**config.mk**
```make
export PLATFORM = sky130hd
export DESIGN_NAME = lstm_sequence_streamer
export DESIGN_NICKNAME = d
export VERILOG_FILES = /design/src/rtl/lstm_pkg.sv /design/src/rtl/lstm_sample_fifo.sv /design/src/rtl/lstm_sequence_streamer.sv
export SDC_FILE = /design/constraint.sdc
export NUM_CORES = 1
export LEC_CHECK = 0
export CAP_MARGIN = 20
export CORE_AREA = 8 8 148 150
export DETAILED_ROUTE_END_ITERATION = 8
export DIE_AREA = 0 0 156 158
export PLACE_DENSITY_LB_ADDON = 0.25
export SYNTH_ARGS = -nofsm -noshare
export SYNTH_HDL_FRONTEND = slang
export SYNTH_SLANG_ARGS = --single-unit
```
**constraint.sdc**
```tcl
create_clock -name clk -period 3.4 [get_ports clk]
set_clock_uncertainty 0.2 [all_clocks]
set_input_delay 1.02 -clock clk [delete_from_list [all_inputs] [get_ports clk]]
set_output_delay 1.02 -clock clk [all_outputs]
set_load 0.005 [all_outputs]
```
**src/rtl/lstm_pkg.sv**
```systemverilog
// Shared types and constants for the LSTM sequence streamer.
package lstm_pkg;

  localparam int LSTM_DATA_WIDTH = 16;

  typedef enum logic [1:0] {IDLE, CLEAR, FEED, WAIT} streamer_state_t;

endpackage

```
**src/rtl/lstm_sample_fifo.sv**
```systemverilog
// Synchronous FIFO for {last, y} samples; head is zero while empty.
module lstm_sample_fifo #(
  parameter int WIDTH = 17,
  parameter int DEPTH = 8
) (
  input  logic                     clk,
  input  logic                     rst,
  input  logic                     push,
  input  logic [WIDTH-1:0]         push_data,
  input  logic                     pop,
  output logic [WIDTH-1:0]         head,
  output logic [$clog2(DEPTH):0]   count
);

  localparam int AW = $clog2(DEPTH);

  logic [WIDTH-1:0] mem [DEPTH];
  logic [AW-1:0]    wr_ptr;
  logic [AW-1:0]    rd_ptr;

  always_ff @(posedge clk or posedge rst) begin
    if (rst) begin
      wr_ptr <= '0;
      rd_ptr <= '0;
      count  <= '0;
    end else begin
      if (push) wr_ptr <= wr_ptr + 1'b1;
      if (pop)  rd_ptr <= rd_ptr + 1'b1;
      case ({push, pop})
        2'b10:   count <= count + 1'b1;
        2'b01:   count <= count - 1'b1;
        default: count <= count;
      endcase
    end
  end

  // Storage carries data only, so it is left out of reset.
  always_ff @(posedge clk) begin
    if (push) mem[wr_ptr] <= push_data;
  end

  assign head = (count != '0) ? mem[rd_ptr] : '0;

endmodule

```
**src/rtl/lstm_sequence_streamer.sv**
```systemverilog
// Streams a sequence of x samples into lstm_layers and buffers y results for a valid/ready sink.
module lstm_sequence_streamer
  import lstm_pkg::*;
#(
  parameter int WIDTH         = LSTM_DATA_WIDTH,
  parameter int LAYERS        = 4,
  parameter int SEQ_LEN_WIDTH = 16,
  parameter int FIFO_DEPTH    = 8
) (
  input  logic                      clk,
  input  logic                      rst,
  input  logic [SEQ_LEN_WIDTH-1:0]  cfg_seq_len,
  input  logic                      cfg_start,
  output logic                      busy,
  output logic                      done,
  output logic                      err_unexpected,
  input  logic [WIDTH-1:0]          s_x_data,
  input  logic                      s_x_valid,
  output logic                      s_x_ready,
  output logic [WIDTH-1:0]          lstm_x_in,
  output logic                      lstm_x_in_valid,
  output logic [LAYERS*WIDTH-1:0]   lstm_h_in,
  output logic [LAYERS-1:0]         lstm_h_in_valid,
  output logic [LAYERS*WIDTH-1:0]   lstm_C_in,
  output logic [LAYERS-1:0]         lstm_C_in_valid,
  input  logic                      lstm_ready,
  input  logic [WIDTH-1:0]          lstm_y_out,
  input  logic                      lstm_valid,
  output logic [WIDTH-1:0]          m_y_data,
  output logic                      m_y_last,
  output logic                      m_y_valid,
  input  logic                      m_y_ready
);

  localparam int CW = $clog2(FIFO_DEPTH) + 1;

  streamer_state_t          state;
  logic [SEQ_LEN_WIDTH-1:0] len;
  logic [SEQ_LEN_WIDTH-1:0] out_cnt;
  logic [CW-1:0]            fifo_count;
  logic [WIDTH:0]           head;
  logic                     push;
  logic                     pop;
  logic                     last;

  assign last      = (out_cnt == len - 1'b1);
  assign push      = (state == WAIT) && lstm_valid;
  assign pop       = m_y_valid && m_y_ready;
  assign busy      = (state != IDLE);
  assign m_y_valid = (fifo_count != '0);
  assign {m_y_last, m_y_data} = head;
  assign lstm_h_in = '0;
  assign lstm_C_in = '0;

  // Only one x is ever in flight, so a free slot at accept time guarantees room for its y.
  assign s_x_ready = (state == FEED) && lstm_ready && (fifo_count < CW'(FIFO_DEPTH));

  always_ff @(posedge clk or posedge rst) begin
    if (rst) begin
      state           <= IDLE;
      len             <= '0;
      out_cnt         <= '0;
      done            <= 1'b0;
      err_unexpected  <= 1'b0;
      lstm_x_in       <= '0;
      lstm_x_in_valid <= 1'b0;
      lstm_h_in_valid <= '0;
      lstm_C_in_valid <= '0;
    end else begin
      done            <= 1'b0;
      lstm_x_in_valid <= 1'b0;
      lstm_h_in_valid <= '0;
      lstm_C_in_valid <= '0;
      case (state)
        IDLE: begin
          if (cfg_start) begin
            err_unexpected <= 1'b0;
            if (cfg_seq_len == '0) begin
              done <= 1'b1;
            end else begin
              len             <= cfg_seq_len;
              out_cnt         <= '0;
              lstm_h_in_valid <= '1;
              lstm_C_in_valid <= '1;
              state           <= CLEAR;
            end
          end
        end
        CLEAR: state <= FEED;
        FEED: begin
          if (s_x_valid && s_x_ready) begin
            lstm_x_in       <= s_x_data;
            lstm_x_in_valid <= 1'b1;
            state           <= WAIT;
          end
        end
        WAIT: begin
          if (lstm_valid) begin
            out_cnt <= out_cnt + 1'b1;
            if (last) begin
              done  <= 1'b1;
              state <= IDLE;
            end else begin
              state <= FEED;
            end
          end
        end
        default: state <= IDLE;
      endcase
      // A stray result outside WAIT flags an error even on the cycle a start is accepted.
      if (lstm_valid && state != WAIT) err_unexpected <= 1'b1;
    end
  end

  lstm_sample_fifo #(
    .WIDTH (WIDTH + 1),
    .DEPTH (FIFO_DEPTH)
  ) u_fifo (
    .clk       (clk),
    .rst       (rst),
    .push      (push),
    .push_data ({last, lstm_y_out}),
    .pop       (pop),
    .head      (head),
    .count     (fifo_count)
  );

endmodule
```
==> flow_metrics.tcl <==
set metrics [dict create \
    clk_path_buf_depth 2 \
    maxCapViolCount 0 \
    r2r-start "len[3]$_DFFE_PP0P_" \
    postRouteAntennaNets 0 \
    netlist_top_cells_count "136 x edfxtp_1, 135 x buf_4, 73 x nand2_1" \
    synthCells 715 \
    dr_wl_met3_mm 1.58 \
    rsz0062_at_grt "false" \
    dpl.hpwl_mm 13.6 \
    dp_slack_ns -0.167 \
    power.density_mw_per_mm2 763 \
    critical-path-max-stage-delay_ns 0.50 \
    ys_ff_latch 200 \
    synth_edf_count 136 \
    min_period_over_period_pct 97.6 \
    worst-r2r-cell-count 7 \
    irDropWorstVdd_mv 0.457 \
    routed.top_layer "met4" \
    diodes 0 \
    io_buffers 101 \
    synthesis.area_sq_mm 0.00963 \
    regArea_sq_mm 0.00569 \
    cp-start-kind "flop" \
    crit_arrival_ns 2.10 \
    io_pins 230 \
    leakage_nw 4.46 \
    cts-root-buf "clkbuf_16" \
    antenna_found_initial 0 \
    drive_gt1_share_pct 13.5 \
    ys.flop_type "edfxtp_1" \
    cts_tree "built" \
    synth_area_leader_cell "edfxtp_1" \
    ctsHoldBuffers 0 \
    async_flop_share_pct 32.0 \
    dr.pass1.iters 4 \
    num_rows 52 \
    p_total_mw 8.60 \
    max_freq_mhz 301 \
    cpMaxStageDelayCell "mux4_2" \
    min_to "lstm_x_in[6]$_DFFE_PP0P_" \
    worstPathCellList "buf_12, mux4_2, mux2i_1, nor2_1, dlygate4sd2_1" \
    finalHoldViolCount 0 \
    final.setup.tns_ns 0 \
    ys_types 58 \
    tightestPinTransition_ns 1.03 \
    die_h_um 158 \
    postPlaceCellArea_sq_mm 0.0106 \
    whs_path_depth 2 \
    drt_iter0_markers 304 \
    cts_made_buffers 17 \
    vias 5528 \
    holdWs_ns 0.287 \
    finalSetupViolations 0 \
    clock_latency_ns 0.43 \
    drv_slew 0 \
    worstPathMaxFanout 13 \
    min-delay-start "lstm_x_in[6]$_DFFE_PP0P_" \
    grt_pass1_wl_mm 31.1 \
    final_area_sq_mm 0.0113 \
    required_ns 2.18 \
    crit_type "flop to primary output" \
    drt-met1-wl_mm 8.45 \
    fin_crit_ns 3.32 \
    vias_per_cell 4.96 \
    synth_area_leaders "edfxtp_1 42%, dfrtp_1 17%, buf_4 11%, mux4_2 8.0%, nand2_1 2.8%" \
    worst_slack_ns 0.0815 \
    grt_overflow 0 \
    timing.rr.end "u_fifo.mem[0][16]$_DFFE_PP_" \
    drc 0 \
    fillers 1589 \
    wl_per_cell_um 17.6 \
    grtUsageTotal_pct 16.3 \
    ys_warn_count 0 \
    syn_to_final_growth_pct 17.0 \
    core-area_sq_mm 0.0197 \
    gp_congestion 0.846 \
    ys_seq_area_share_pct 59.1 \
    post_synth.cell_area_avg_sq_um 13.5 \
    grt_pass1_vias 5800 \
    end_kind "primary output" \
    routed_wl_mm 19.6 \
    synth_most_common_cell "edfxtp_1" \
    max_slew_margin_pct 31.1 \
    dr_wl_met2_mm 9.42 \
    hold_class "flop to flop" \
    outcome "finished clean" \
    die_area_sq_mm 0.0246 \
    initial_core_util_pct 48.8 \
    synth_top_area_share_pct 42.4 \
    multi_input_area_sq_mm 0.00327 \
    clk_pin_slew_ns 0.08 \
    die_width_um 156 \
    reg2reg_slack_ns 0.21 \
    grt_max_degree 34 \
    nets 898 \
    cts_sinks 200 \
    htree_levels 4 \
]
[layout by cell type (no fill, tap or decap), types with 4 or more instances in the layout]
cell             instances
inv_1                   11
dlygate4sd2_1           12
o31ai_1                  4
nor2_1                  47
nand4_1                  9
and2_1                   4
mux2i_1                 16
conb_1                 128
clkdlybuf4s50_1         83
xnor2_1                 20
clkinv_8                 5
buf_12                   6
edfxtp_1               136
o21ai_1                  6
nor3_1                   5
xor2_1                  20
dfrtp_1                 63
and3_1                   4
nor4_1                   6
buf_4                   23
nand2_1                 73
mux4_2                  34
nand2b_1                 4
ha_1                    11
clkbuf_16               17
clkdlybuf4s15_1          4
mux2_1                  13
a21oi_1                  4
inv_12                   5
nand3_1                 15
[timing repair]
action,CTS,global route
setup buffers,4,0
resized for setup,27,6
endpoints found under the setup margin,18,12
pin swaps,0,1
gates cloned,1,0
[report_power, final]
group / internal (mW) / switching [mW] / total [mW] / leakage [nW]
sequential: 2.98 / 0.351 / 3.33 / 2.04
combinational: 1.66 / 1.52 / 3.18 / 2.12
clock: 1.03 / 1.05 / 2.09 / 0.306
[sequential cells by signal, indices dropped and copies added (netlist names)]
| register | cells |
|---|---|
| u_fifo.mem | 136 |
| len | 16 |
| lstm_x_in | 16 |
| out_cnt | 16 |
| u_fifo.count | 4 |
| u_fifo.rd_ptr | 3 |
| u_fifo.wr_ptr | 3 |
| state | 2 |
| done | 1 |
| err_unexpected | 1 |
| lstm_C_in_valid | 1 |
| lstm_x_in_valid | 1 |
[worst max-delay path by stage]
| stage | startpoint | to | slack [ns] | cells after the start |
|---|---|---|---|---|
| after floorplan | lstm_valid | u_fifo.mem[0][0]$_DFFE_PP_ | 0.18 | 3 |
| after global placement | cfg_seq_len[10] | out_cnt[6]$_DFFE_PP0P_ | -0.08 | 7 |
| after detailed placement | cfg_seq_len[12] | out_cnt[12]$_DFFE_PP0P_ | -0.17 | 7 |
| after CTS | u_fifo.rd_ptr[0]$_DFFE_PP0P_ | m_y_data[7] | -0.02 | 7 |
| after global routing | u_fifo.rd_ptr[0]$_DFFE_PP0P_ | m_y_data[15] | 0.0006 | 5 |
| final | u_fifo.rd_ptr[0]$_DFFE_PP0P_ | m_y_data[10] | 0.08 | 5 |
[metal layers]
metal,GRT usage (%),vias to the layer above
li1,-,2532
met1,20.8,2768
met2,26.9,211
met3,4.59,17
met4,4.16,0
met5,0,-
[cell type report]
cell class,count,area share [%]
inverters,14,0.467
clock inverters,15,1.88
flip-flops and latches,200,50.5
multi-input cells,468,29.0
clock buffers,17,3.78
well taps,270,3.00
repair buffers,130,11.4
[cell families (layout without fill, tap and decap cells)]
logic type               after synthesis  after routing  synth area share (%)
XOR/XNOR                              41             41                  3.81
buffers and inverters                174            176                  12.1
multiplexers                          66             66                  11.5
AND/OR/NAND/NOR                      187            187                  9.24
adder cells (fa/ha/maj)               12             12                  1.64
flip-flops                           200            200                  59.1
other                                  1            128                0.0390
AO/OA/AOI/OAI                         34             34                  2.60
[stage by stage]
step | instances | util, %
2_1_floorplan | 842 | -
3_3_place_gp | 1078 | 53.7
3_5_place_dp | 1078 | 53.7
4_1_cts | 1115 | 57.3
5_1_grt | 1114 | 57.1
6_report | 1114 | 57.1
[worst max-delay path: cells and delay by family (launching register included)]
kind | cells | cell delay [ns]
multiplexers | 2 | 0.67
buffers and inverters | 2 | 0.47
flip-flops | 1 | 0.45
AND/OR/NAND/NOR | 1 | 0.08
Power figures use the tool's default switching activity.
